File: config.mk
export PLATFORM = sky130hd
export DESIGN_NAME = mouse_position_tracker
export DESIGN_NICKNAME = d
export VERILOG_FILES = /design/src/rtl/mouse_pkg.sv /design/src/rtl/mouse_axis_update.sv /design/src/rtl/mouse_position_tracker.sv
export SDC_FILE = /design/constraint.sdc
export NUM_CORES = 1
export LEC_CHECK = 0
export BUFFER_PORTS_ARGS = -buffer_cell sky130_fd_sc_hd__buf_2
export CAP_MARGIN = 10
export CORE_MARGIN = 10
export CORE_UTILIZATION = 60
export CTS_CLUSTER_SIZE = 14
export DETAILED_ROUTE_END_ITERATION = 8
export GPL_TIMING_DRIVEN = 0
export PLACE_DENSITY = 0.81
export SLEW_MARGIN = 10
export SYNTH_ARGS = -nofsm -noshare
export SYNTH_HDL_FRONTEND = slang
export SYNTH_SLANG_ARGS = --single-unit
File: constraint.sdc
create_clock -name clk -period 3.3 [get_ports clk]
set_input_delay 0.165 -clock clk [delete_from_list [all_inputs] [get_ports clk]]
set_output_delay 0.165 -clock clk [all_outputs]
set_load 0.01 [all_outputs]
File: src/rtl/mouse_pkg.sv
`default_nettype none
// ============================================================================
// Package     : mouse_pkg
// Description : Shared types and constants for the PS/2 mouse position
//               tracker. Holds the packet-assembly state encoding and the
//               bit positions of the fields in PS/2 packet byte 0.
// Revision    : 1.0 - initial release
// ============================================================================
package mouse_pkg;

  // Packet-assembly states. BYTE3 is only reachable in 4-byte
  // (IntelliMouse) builds.
  typedef enum logic [1:0] {
    BYTE0 = 2'd0,
    BYTE1 = 2'd1,
    BYTE2 = 2'd2,
    BYTE3 = 2'd3
  } state_t;

  // Byte 0 field positions
  localparam int BTN_L_BIT    = 0;
  localparam int BTN_R_BIT    = 1;
  localparam int PKT_SYNC_BIT = 3;  // always 1 in a genuine byte 0
  localparam int X_SIGN_BIT   = 4;
  localparam int Y_SIGN_BIT   = 5;
  localparam int X_OVF_BIT    = 6;
  localparam int Y_OVF_BIT    = 7;

endpackage : mouse_pkg
`default_nettype wire

File: src/rtl/mouse_axis_update.sv
`default_nettype none
// ============================================================================
// Module      : mouse_axis_update
// Description : Combinational single-axis cursor update. Adds (or, with
//               NEGATE=1, subtracts) a 9-bit signed PS/2 delta to the current
//               position and clamps the result to 0..max_pos (no wrap).
// Parameters  : NEGATE  - 1: result = pos - delta, 0: result = pos + delta
// Ports       : pos      in  12  current position (unsigned)
//               delta    in  9   signed movement delta
//               max_pos  in  12  largest legal position
//               clamped  out 12  updated, clamped position
// Revision    : 1.0 - initial release
// ============================================================================
module mouse_axis_update #(
  parameter bit NEGATE = 1'b0
) (
  input  logic        [11:0] pos,
  input  logic signed [8:0]  delta,
  input  logic        [11:0] max_pos,
  output logic        [11:0] clamped
);

  // 14-bit signed arithmetic: wide enough for any 12-bit position plus or
  // minus the full 9-bit delta range, including negating -256.
  logic signed [13:0] w_pos;
  logic signed [13:0] w_max;
  logic signed [13:0] w_delta;
  logic signed [13:0] w_sum;

  assign w_pos   = signed'({2'b00, pos});
  assign w_max   = signed'({2'b00, max_pos});
  assign w_delta = {{5{delta[8]}}, delta};
  assign w_sum   = NEGATE ? (w_pos - w_delta) : (w_pos + w_delta);

  always_comb begin
    clamped = w_sum[11:0];
    if (w_sum < 14'sd0) begin
      clamped = '0;
    end else if (w_sum > w_max) begin
      clamped = max_pos;
    end
  end

endmodule : mouse_axis_update
`default_nettype wire

File: src/rtl/mouse_position_tracker.sv
`default_nettype none
// ============================================================================
// Module      : mouse_position_tracker
// Description : Assembles PS/2 mouse packets from the byte receiver and
//               integrates their deltas into an absolute cursor position
//               clamped to 0..MAX_X / 0..MAX_Y, for the cursor overlay.
//               A partial packet idle for TIMEOUT_CYCLES is discarded so the
//               framer resynchronises on the next byte with the sync bit set.
// Config      : `define MOUSE_WHEEL_EN for 4-byte IntelliMouse packets and
//               the wheel output; undefined gives 3-byte packets, no wheel.
// Parameters  : MAX_X, MAX_Y     - largest legal xpos / ypos
//               TIMEOUT_CYCLES   - idle cycles allowed inside one packet
// Ports       : clk           in  1   system / pixel clock
//               rst           in  1   synchronous active-high reset
//               rx_data       in  8   PS/2 byte from receiver
//               rx_valid      in  1   strobe, rx_data valid this cycle
//               xpos, ypos    out 12  cursor position (ypos 0 = top row)
//               left, right   out 1   button states from byte 0
//               packet_valid  out 1   strobe, packet applied this cycle
//               wheel         out 4   signed Z of last packet (wheel build)
// Revision    : 1.0 - initial release
// ============================================================================
module mouse_position_tracker
  import mouse_pkg::*;
#(
  parameter int MAX_X          = 799,
  parameter int MAX_Y          = 599,
  parameter int TIMEOUT_CYCLES = 2_000_000
) (
  input  logic              clk,
  input  logic              rst,
  input  logic        [7:0] rx_data,
  input  logic              rx_valid,
  output logic       [11:0] xpos,
  output logic       [11:0] ypos,
  output logic              left,
  output logic              right,
  output logic              packet_valid
`ifdef MOUSE_WHEEL_EN
  ,
  output logic signed [3:0] wheel
`endif
);

  localparam int c_CNT_W = $clog2(TIMEOUT_CYCLES + 1);

  state_t             r_state;
  logic [c_CNT_W-1:0] r_cnt;

  // Byte 0 fields held for the rest of the packet
  logic       r_btn_l;
  logic       r_btn_r;
  logic       r_x_sign;
  logic       r_y_sign;
  logic       r_x_ovf;
  logic       r_y_ovf;
  logic [7:0] r_byte1;
`ifdef MOUSE_WHEEL_EN
  logic [7:0] r_byte2;
`endif

  logic               w_timeout;
  state_t             w_state_eff;
  logic               w_accept;
  logic        [7:0]  w_byte2;
  logic signed [8:0]  w_dx;
  logic signed [8:0]  w_dy;
  logic        [11:0] w_x_next;
  logic        [11:0] w_y_next;

  // A timeout takes effect in the same cycle, so a byte arriving then is
  // judged as a fresh byte 0.
  assign w_timeout   = (r_state != BYTE0) && (r_cnt == c_CNT_W'(TIMEOUT_CYCLES));
  assign w_state_eff = w_timeout ? BYTE0 : r_state;
  assign w_accept    = rx_valid && ((w_state_eff != BYTE0) || rx_data[PKT_SYNC_BIT]);

  // In 3-byte mode the Y byte is the final byte and is used straight off
  // the receiver; in 4-byte mode it was captured the cycle before.
`ifdef MOUSE_WHEEL_EN
  assign w_byte2 = r_byte2;
`else
  assign w_byte2 = rx_data;
`endif

  // An overflow flag means the delta is meaningless, so treat it as no motion
  assign w_dx = r_x_ovf ? 9'sd0 : signed'({r_x_sign, r_byte1});
  assign w_dy = r_y_ovf ? 9'sd0 : signed'({r_y_sign, w_byte2});

  mouse_axis_update #(.NEGATE(1'b0)) u_axis_x (
    .pos     (xpos),
    .delta   (w_dx),
    .max_pos (12'(MAX_X)),
    .clamped (w_x_next)
  );

  // PS/2 +Y is up while screen rows grow downward
  mouse_axis_update #(.NEGATE(1'b1)) u_axis_y (
    .pos     (ypos),
    .delta   (w_dy),
    .max_pos (12'(MAX_Y)),
    .clamped (w_y_next)
  );

  always_ff @(posedge clk) begin
    if (rst) begin
      r_state      <= BYTE0;
      r_cnt        <= '0;
      r_btn_l      <= 1'b0;
      r_btn_r      <= 1'b0;
      r_x_sign     <= 1'b0;
      r_y_sign     <= 1'b0;
      r_x_ovf      <= 1'b0;
      r_y_ovf      <= 1'b0;
      r_byte1      <= '0;
`ifdef MOUSE_WHEEL_EN
      r_byte2      <= '0;
      wheel        <= '0;
`endif
      xpos         <= '0;
      ypos         <= '0;
      left         <= 1'b0;
      right        <= 1'b0;
      packet_valid <= 1'b0;
    end else begin
      packet_valid <= 1'b0;
      r_state      <= w_state_eff;

      // Idle counter only runs while a packet is partially assembled
      if (w_accept || (w_state_eff == BYTE0)) begin
        r_cnt <= '0;
      end else begin
        r_cnt <= r_cnt + c_CNT_W'(1);
      end

      if (rx_valid) begin
        case (w_state_eff)
          BYTE0: begin
            if (rx_data[PKT_SYNC_BIT]) begin
              r_btn_l  <= rx_data[BTN_L_BIT];
              r_btn_r  <= rx_data[BTN_R_BIT];
              r_x_sign <= rx_data[X_SIGN_BIT];
              r_y_sign <= rx_data[Y_SIGN_BIT];
              r_x_ovf  <= rx_data[X_OVF_BIT];
              r_y_ovf  <= rx_data[Y_OVF_BIT];
              r_state  <= BYTE1;
            end
          end
          BYTE1: begin
            r_byte1 <= rx_data;
            r_state <= BYTE2;
          end
`ifdef MOUSE_WHEEL_EN
          BYTE2: begin
            r_byte2 <= rx_data;
            r_state <= BYTE3;
          end
          BYTE3: begin
            xpos         <= w_x_next;
            ypos         <= w_y_next;
            left         <= r_btn_l;
            right        <= r_btn_r;
            wheel        <= signed'(rx_data[3:0]);
            packet_valid <= 1'b1;
            r_state      <= BYTE0;
          end
`else
          BYTE2: begin
            xpos         <= w_x_next;
            ypos         <= w_y_next;
            left         <= r_btn_l;
            right        <= r_btn_r;
            packet_valid <= 1'b1;
            r_state      <= BYTE0;
          end
`endif
          default: r_state <= BYTE0;
        endcase
      end
    end
  end

endmodule : mouse_position_tracker
`default_nettype wire

# Yosys cells after proc, flatten, opt, wreduce, memory -nomap -nowiden
# Index checks and enable logic that the tools add are counted.
# totals
regBits,64
in_bits,11
out_inout_bits,27
# op_classes
addsub,3
n_lt_le_gt_ge,4
eq_ne,3
n_mux,11
bitwise,1
n_reduce_logical,12
# ops
cell,n
2-to-1 mux 12 bit,4
greater-than comparator 14 x 11 -> 1 bit (second input constant),2
less-than comparator 14 x 1 -> 1 bit (second input constant),2
adder 21 x 1 -> 21 bit (second input constant),1
equality test 21 bit (second input constant),1
2-to-1 mux 9 bit,2
adder 13 x 9 -> 14 bit,1
subtractor 13 x 9 -> 14 bit,1
2-to-1 mux 2 bit,3
one-hot mux 2 bit (2 select lines),1
AND reduction 2 bit,2
nonzero test 2 bit,2
OR reduction 2 bit,2
AND reduction 3 bit,1
equality test 2 x 1 -> 1 bit (second input constant),1
equality test 2 bit (second input constant),1
logical AND 1 bit,2
zero test 2 bit,1
logical OR 1 bit,2
2-to-1 mux 1 bit,1
inverter 1 bit,1

# Logic depth before layout (Yosys ltp)
# logic_depth
depth_word,8
mapped_depth,13

# By module
# From an unflattened synthesis, not the netlist that was laid out.
# hier_totals
cells_unflattened,599
area_unflattened_um2,5203.7
# modules_own_cells
module,n_inst,cells_each,area_each_um2
mouse_position_tracker,1,312,3024.2
mouse_axis_update (u_axis_y),1,148,1096.1
mouse_axis_update (u_axis_x),1,139,1083.5

# Least setup slack after synthesis
# OpenSTA, ideal clock, no wires.
# synth_path
kind,flip-flop to flip-flop
start,register r_x_ovf
end,register xpos[4]
setup_time_ns,0.122
t_arrival_ns,2.726
required_ns,3.178
setup_slack_ns,0.452
stages_incl_launch_ff,12
n_path_buf,0
period_less_slack_ns,2.848
path_cell_list,dfxtp_1 -> nor2b_1 -> ha_1 -> fa_1 -> a21o_1 -> a21oi_1 -> o21ai_1 -> and2_1 -> a311oi_1 -> nand4_2 -> o21a_1 -> a221o_1
# synth_via
elab_chain_cells,5
elab_cells_between_ends,6
# synth_rtl
element,line_no,rtl
start: declaration,mouse_position_tracker.sv:55,logic r_x_ovf;
start signal: assignment,mouse_position_tracker.sv:143,r_x_ovf <= rx_data[X_OVF_BIT];
2-to-1 mux 9 bit (*),mouse_position_tracker.sv:86,"assign w_dx = r_x_ovf ? 9'sd0 : signed'({r_x_sign, r_byte1});"
adder 13 x 9 -> 14 bit (*),mouse_axis_update.sv:33,assign w_sum = NEGATE ? (w_pos - w_delta) : (w_pos + w_delta);
greater-than comparator 14 x 11 -> 1 bit,mouse_axis_update.sv:39,end else if (w_sum > w_max) begin
2-to-1 mux 12 bit,mouse_axis_update.sv:39,
2-to-1 mux 12 bit (*),mouse_axis_update.sv:37,if (w_sum < 14'sd0) begin
end signal: assignment,mouse_position_tracker.sv:168,xpos <= w_x_next;
end: declaration,mouse_position_tracker.sv:34,"output logic [11:0] xpos,"
# Mark *: on every way between the ends. The rest lies on a longest branch, timed or not.
# A chain may end at the register's enable or synchronous reset.

# Worst setup path in the final report
# layout_path
start,register r_y_ovf
end,register ypos[4]
# layout_via
elab_chain_cells,5
elab_cells_between_ends,6
# layout_rtl
element,line_no,rtl
start: declaration,mouse_position_tracker.sv:56,logic r_y_ovf;
start signal: assignment,mouse_position_tracker.sv:144,r_y_ovf <= rx_data[Y_OVF_BIT];
2-to-1 mux 9 bit (*),mouse_position_tracker.sv:87,"assign w_dy = r_y_ovf ? 9'sd0 : signed'({r_y_sign, w_byte2});"
subtractor 13 x 9 -> 14 bit (*),mouse_axis_update.sv:33,
greater-than comparator 14 x 11 -> 1 bit,mouse_axis_update.sv:39,
2-to-1 mux 12 bit,mouse_axis_update.sv:39,
2-to-1 mux 12 bit (*),mouse_axis_update.sv:37,
end signal: assignment,mouse_position_tracker.sv:169,ypos <= w_y_next;
end: declaration,mouse_position_tracker.sv:35,"output logic [11:0] ypos,"
# Marks and branches as above.

==> results.json <==
{
  "yosysTopAreaCellShare_pct": 32.8,
  "overflow": 0,
  "die_w_microns": 101,
  "cp-end-kind": "flip-flop",
  "power_leakage_nw": 2.08,
  "hold_class": "primary input to flip-flop",
  "cp.arrival_ns": 3.41,
  "grt_pass1_vias": 3290,
  "clock_sinks": 64,
  "register_area_sq_mm": 0.00128,
  "async_flop_share_pct": 0,
  "die_h_microns": 101,
  "antenna_found_initial": 0,
  "h-tree-depth": 3,
  "synth_area_leader_cell": "dfxtp_1",
  "ys_warn_count": 0,
  "initialDrtViolationCount": 192,
  "power_density_mw_per_mm2": 371,
  "worstPathMaxFanout": 10,
  "postRouteWirelength_mm": 9.32,
  "ys_ff_latch": 64,
  "fin_crit_sh_pct": 94.3,
  "drt-pass1-iter-count": 4,
  "start_util_pct": 61.5,
  "die-area_sq_mm": 0.0101,
  "layout-drive-gt1-share_pct": 14.3,
  "port_buffers": 37,
  "critPathRequiredTime_ns": 3.60,
  "ys.flop_type": "dfxtp_1",
  "relSlewSlack_pct": 43.5,
  "ys_types": 54,
  "clockBufferDepth": 2,
  "status": "finished clean",
  "hold_viol_final": 0,
  "cap_violations": 0,
  "multi_input_area_sq_mm": 0.00253,
  "cts_buffers": 9,
  "hpwl_mm": 7.18,
  "fmax_mhz": 321,
  "n_antenna_cell": 0,
  "yosys-top-cells-count": "dfxtp_1 (64), nor2_1 (53), nand2_1 (38)",
  "syn_to_final_growth_pct": 12.8,
  "ant_nets": 0,
  "fillers": 529,
  "rows": 29,
  "post-route-util_pct": 69.4,
  "fin_worst_skew_ns": 0.00524,
  "fin_nets": 548,
  "cts_hold_buffers": 0,
  "worst_setup_path_start_kind": "flip-flop",
  "drc_errors": 0,
  "io_pins": 38,
  "clkLatencyLatePin_ns": 0.35,
  "coreArea_sq_mm": 0.00635,
  "synth_edf_count": 0,
  "via_per_inst": 5.89,
  "synth_area_per_cell_sq_um": 8.51,
  "gp_congestion": 0.909,
  "synth_most_common_cell": "dfxtp_1",
  "synth_area_leaders": "dfxtp_1 (33%), ha_1 (9.3%), nor2_1 (5.1%), mux2i_1 (4.6%), a21oi_1 (3.8%)",
  "grt_pass1_wl_mm": 15.4,
  "peakVddDrop_v": 0.000269,
  "clockRootBuffer": "clkbuf_8",
  "timing.final.crit_period_ns": 3.11,
  "vias": 3464,
  "synthesis.instances": 459,
  "syn_nets": 501,
  "ys_seq_area_share_pct": 32.8,
  "drv_slew": 0,
  "p_total_mw": 1.63,
  "groute.usage.overall_pct": 18.5,
  "clk_pin_slew_ns": 0.08,
  "synth_area_sq_mm": 0.00391,
  "cts_tree": "done",
  "post-cts-setup-buffers": 0,
  "setup_violations": 0,
  "wl_per_cell_microns": 15.9,
  "tightest_slew_ns": 0.844,
  "critPathKind": "flip-flop to flip-flop",
  "grt_start_max_net_pins": 13
}
final cells by class:
class / count / share of cell area, %
timing repair buffer: 37 / 4.20
clock inverter: 7 / 1.65
inverter: 13 / 1.11
sequential: 64 / 29.1
buffer: 14 / 1.48
tap: 77 / 2.19
multi-input combinational: 367 / 57.5
clock buffer: 9 / 2.81
cell families after synthesis:
| logic type | after synthesis | share of synthesized area [%] |
|---|---|---|
| XOR/XNOR | 33 | 7.40 |
| AO/OA/AOI/OAI | 103 | 17.7 |
| adder cells (fa/ha/maj) | 31 | 10.3 |
| AND/OR/NAND/NOR | 180 | 23.6 |
| flip-flops | 64 | 32.8 |
| buffers and inverters | 28 | 2.98 |
| multiplexers | 20 | 5.19 |
critical path, cell delays in order, from the launching register on:
cell and delay (ns):
dfxtp_2 0.37, nor2b_2 0.23, inv_1 0.18, ha_1 0.43, nand2_1 0.08, o21ai_1 0.23, nor2_1 0.09, a211oi_2 0.36
o21a_1 0.20, and4b_1 0.19, clkbuf_1 0.16, a211o_1 0.41, nand3_1 0.11
worst paths after layout:
check,startpoint,to,slack (ns),cells after the start
min reg2reg,xpos[9],xpos[9],0.46,2
min,rx_data[1],r_btn_r,0.09,3
max,r_y_ovf,ypos[4],0.19,12
max reg2reg,r_y_ovf,ypos[4],0.19,12
per-stage QoR:
stage / hold WS, ns / std cells / worst slack (ns) / cell area, sq um / setup TNS [ns]
after CTS: 0.0856 / 588 / 0.0389 / 4380 / 0
after global routing: 0.104 / 588 / -0.00106 / 4410 / -0.00106
after global placement: 0.428 / 573 / 0.0134 / 4190 / 0
after detailed placement: 0.444 / 573 / -0.0603 / 4190 / -0.390
final: 0.0874 / 588 / 0.189 / 4410 / 0
after floorplan: 0.309 / 459 / 0.452 / 3910 / 0
cells in the final DEF, fill, tap and decap left out, types with 7 or more instances in the layout:
| cell type | synthesis | final |
|---|---|---|
| a21o_1 | 9 | 9 |
| a21oi_1 | 30 | 28 |
| and2_1 | 9 | 9 |
| and3_1 | 11 | 11 |
| buf_2 | 6 | 43 |
| clkbuf_8 | 0 | 9 |
| dfxtp_1 | 64 | 62 |
| ha_1 | 29 | 29 |
| inv_1 | 13 | 13 |
| mux2i_1 | 18 | 18 |
| nand2_1 | 38 | 38 |
| nand2b_1 | 9 | 9 |
| nand3_1 | 15 | 15 |
| nor2_1 | 53 | 53 |
| nor2b_1 | 14 | 12 |
| o21ai_0 | 17 | 15 |
| o21ai_1 | 5 | 7 |
| xnor2_1 | 16 | 16 |
| xor2_1 | 17 | 17 |
what timing repair did:
action	in CTS	in global routing
setup endpoints to repair	16	20
pin swaps	0	1
gates resized for setup	1	11
cloned	0	0
state kept, by name, summed over array words and instances, names as in the netlist:
| name | flops |
|---|---|
| right | 1 |
| r_state | 2 |
| r_byte1 | 8 |
| r_cnt | 21 |
| r_btn_l | 1 |
| r_x_ovf | 1 |
| xpos | 12 |
| ypos | 12 |
| packet_valid | 1 |
| r_y_ovf | 1 |
| r_btn_r | 1 |
| r_x_sign | 1 |
| r_y_sign | 1 |
| left | 1 |
power breakdown:
group | switching [mW] | total [mW] | internal, mW | leakage, nW
clock | 0.332 | 0.680 | 0.348 | 0.0952
sequential | 0.00865 | 0.790 | 0.781 | 0.517
combinational | 0.0976 | 0.164 | 0.0662 | 1.47
total | 0.439 | 1.63 | 1.20 | 2.08
layer usage:
| metal | vias to the layer above | part of all wire, % | track usage [%] | wire (microns) |
|---|---|---|---|---|
| li1 | 1730 | - | - | - |
| met1 | 1633 | 46 | 23.9 | 4300 |
| met2 | 83 | 47 | 28.9 | 4370 |
| met3 | 18 | 5.0 | 3.77 | 469 |
| met4 | 0 | 2.0 | 8.04 | 183 |
| met5 | - | 0 | 0 | 0 |
Note: power is estimated with default switching activity, not from simulation.
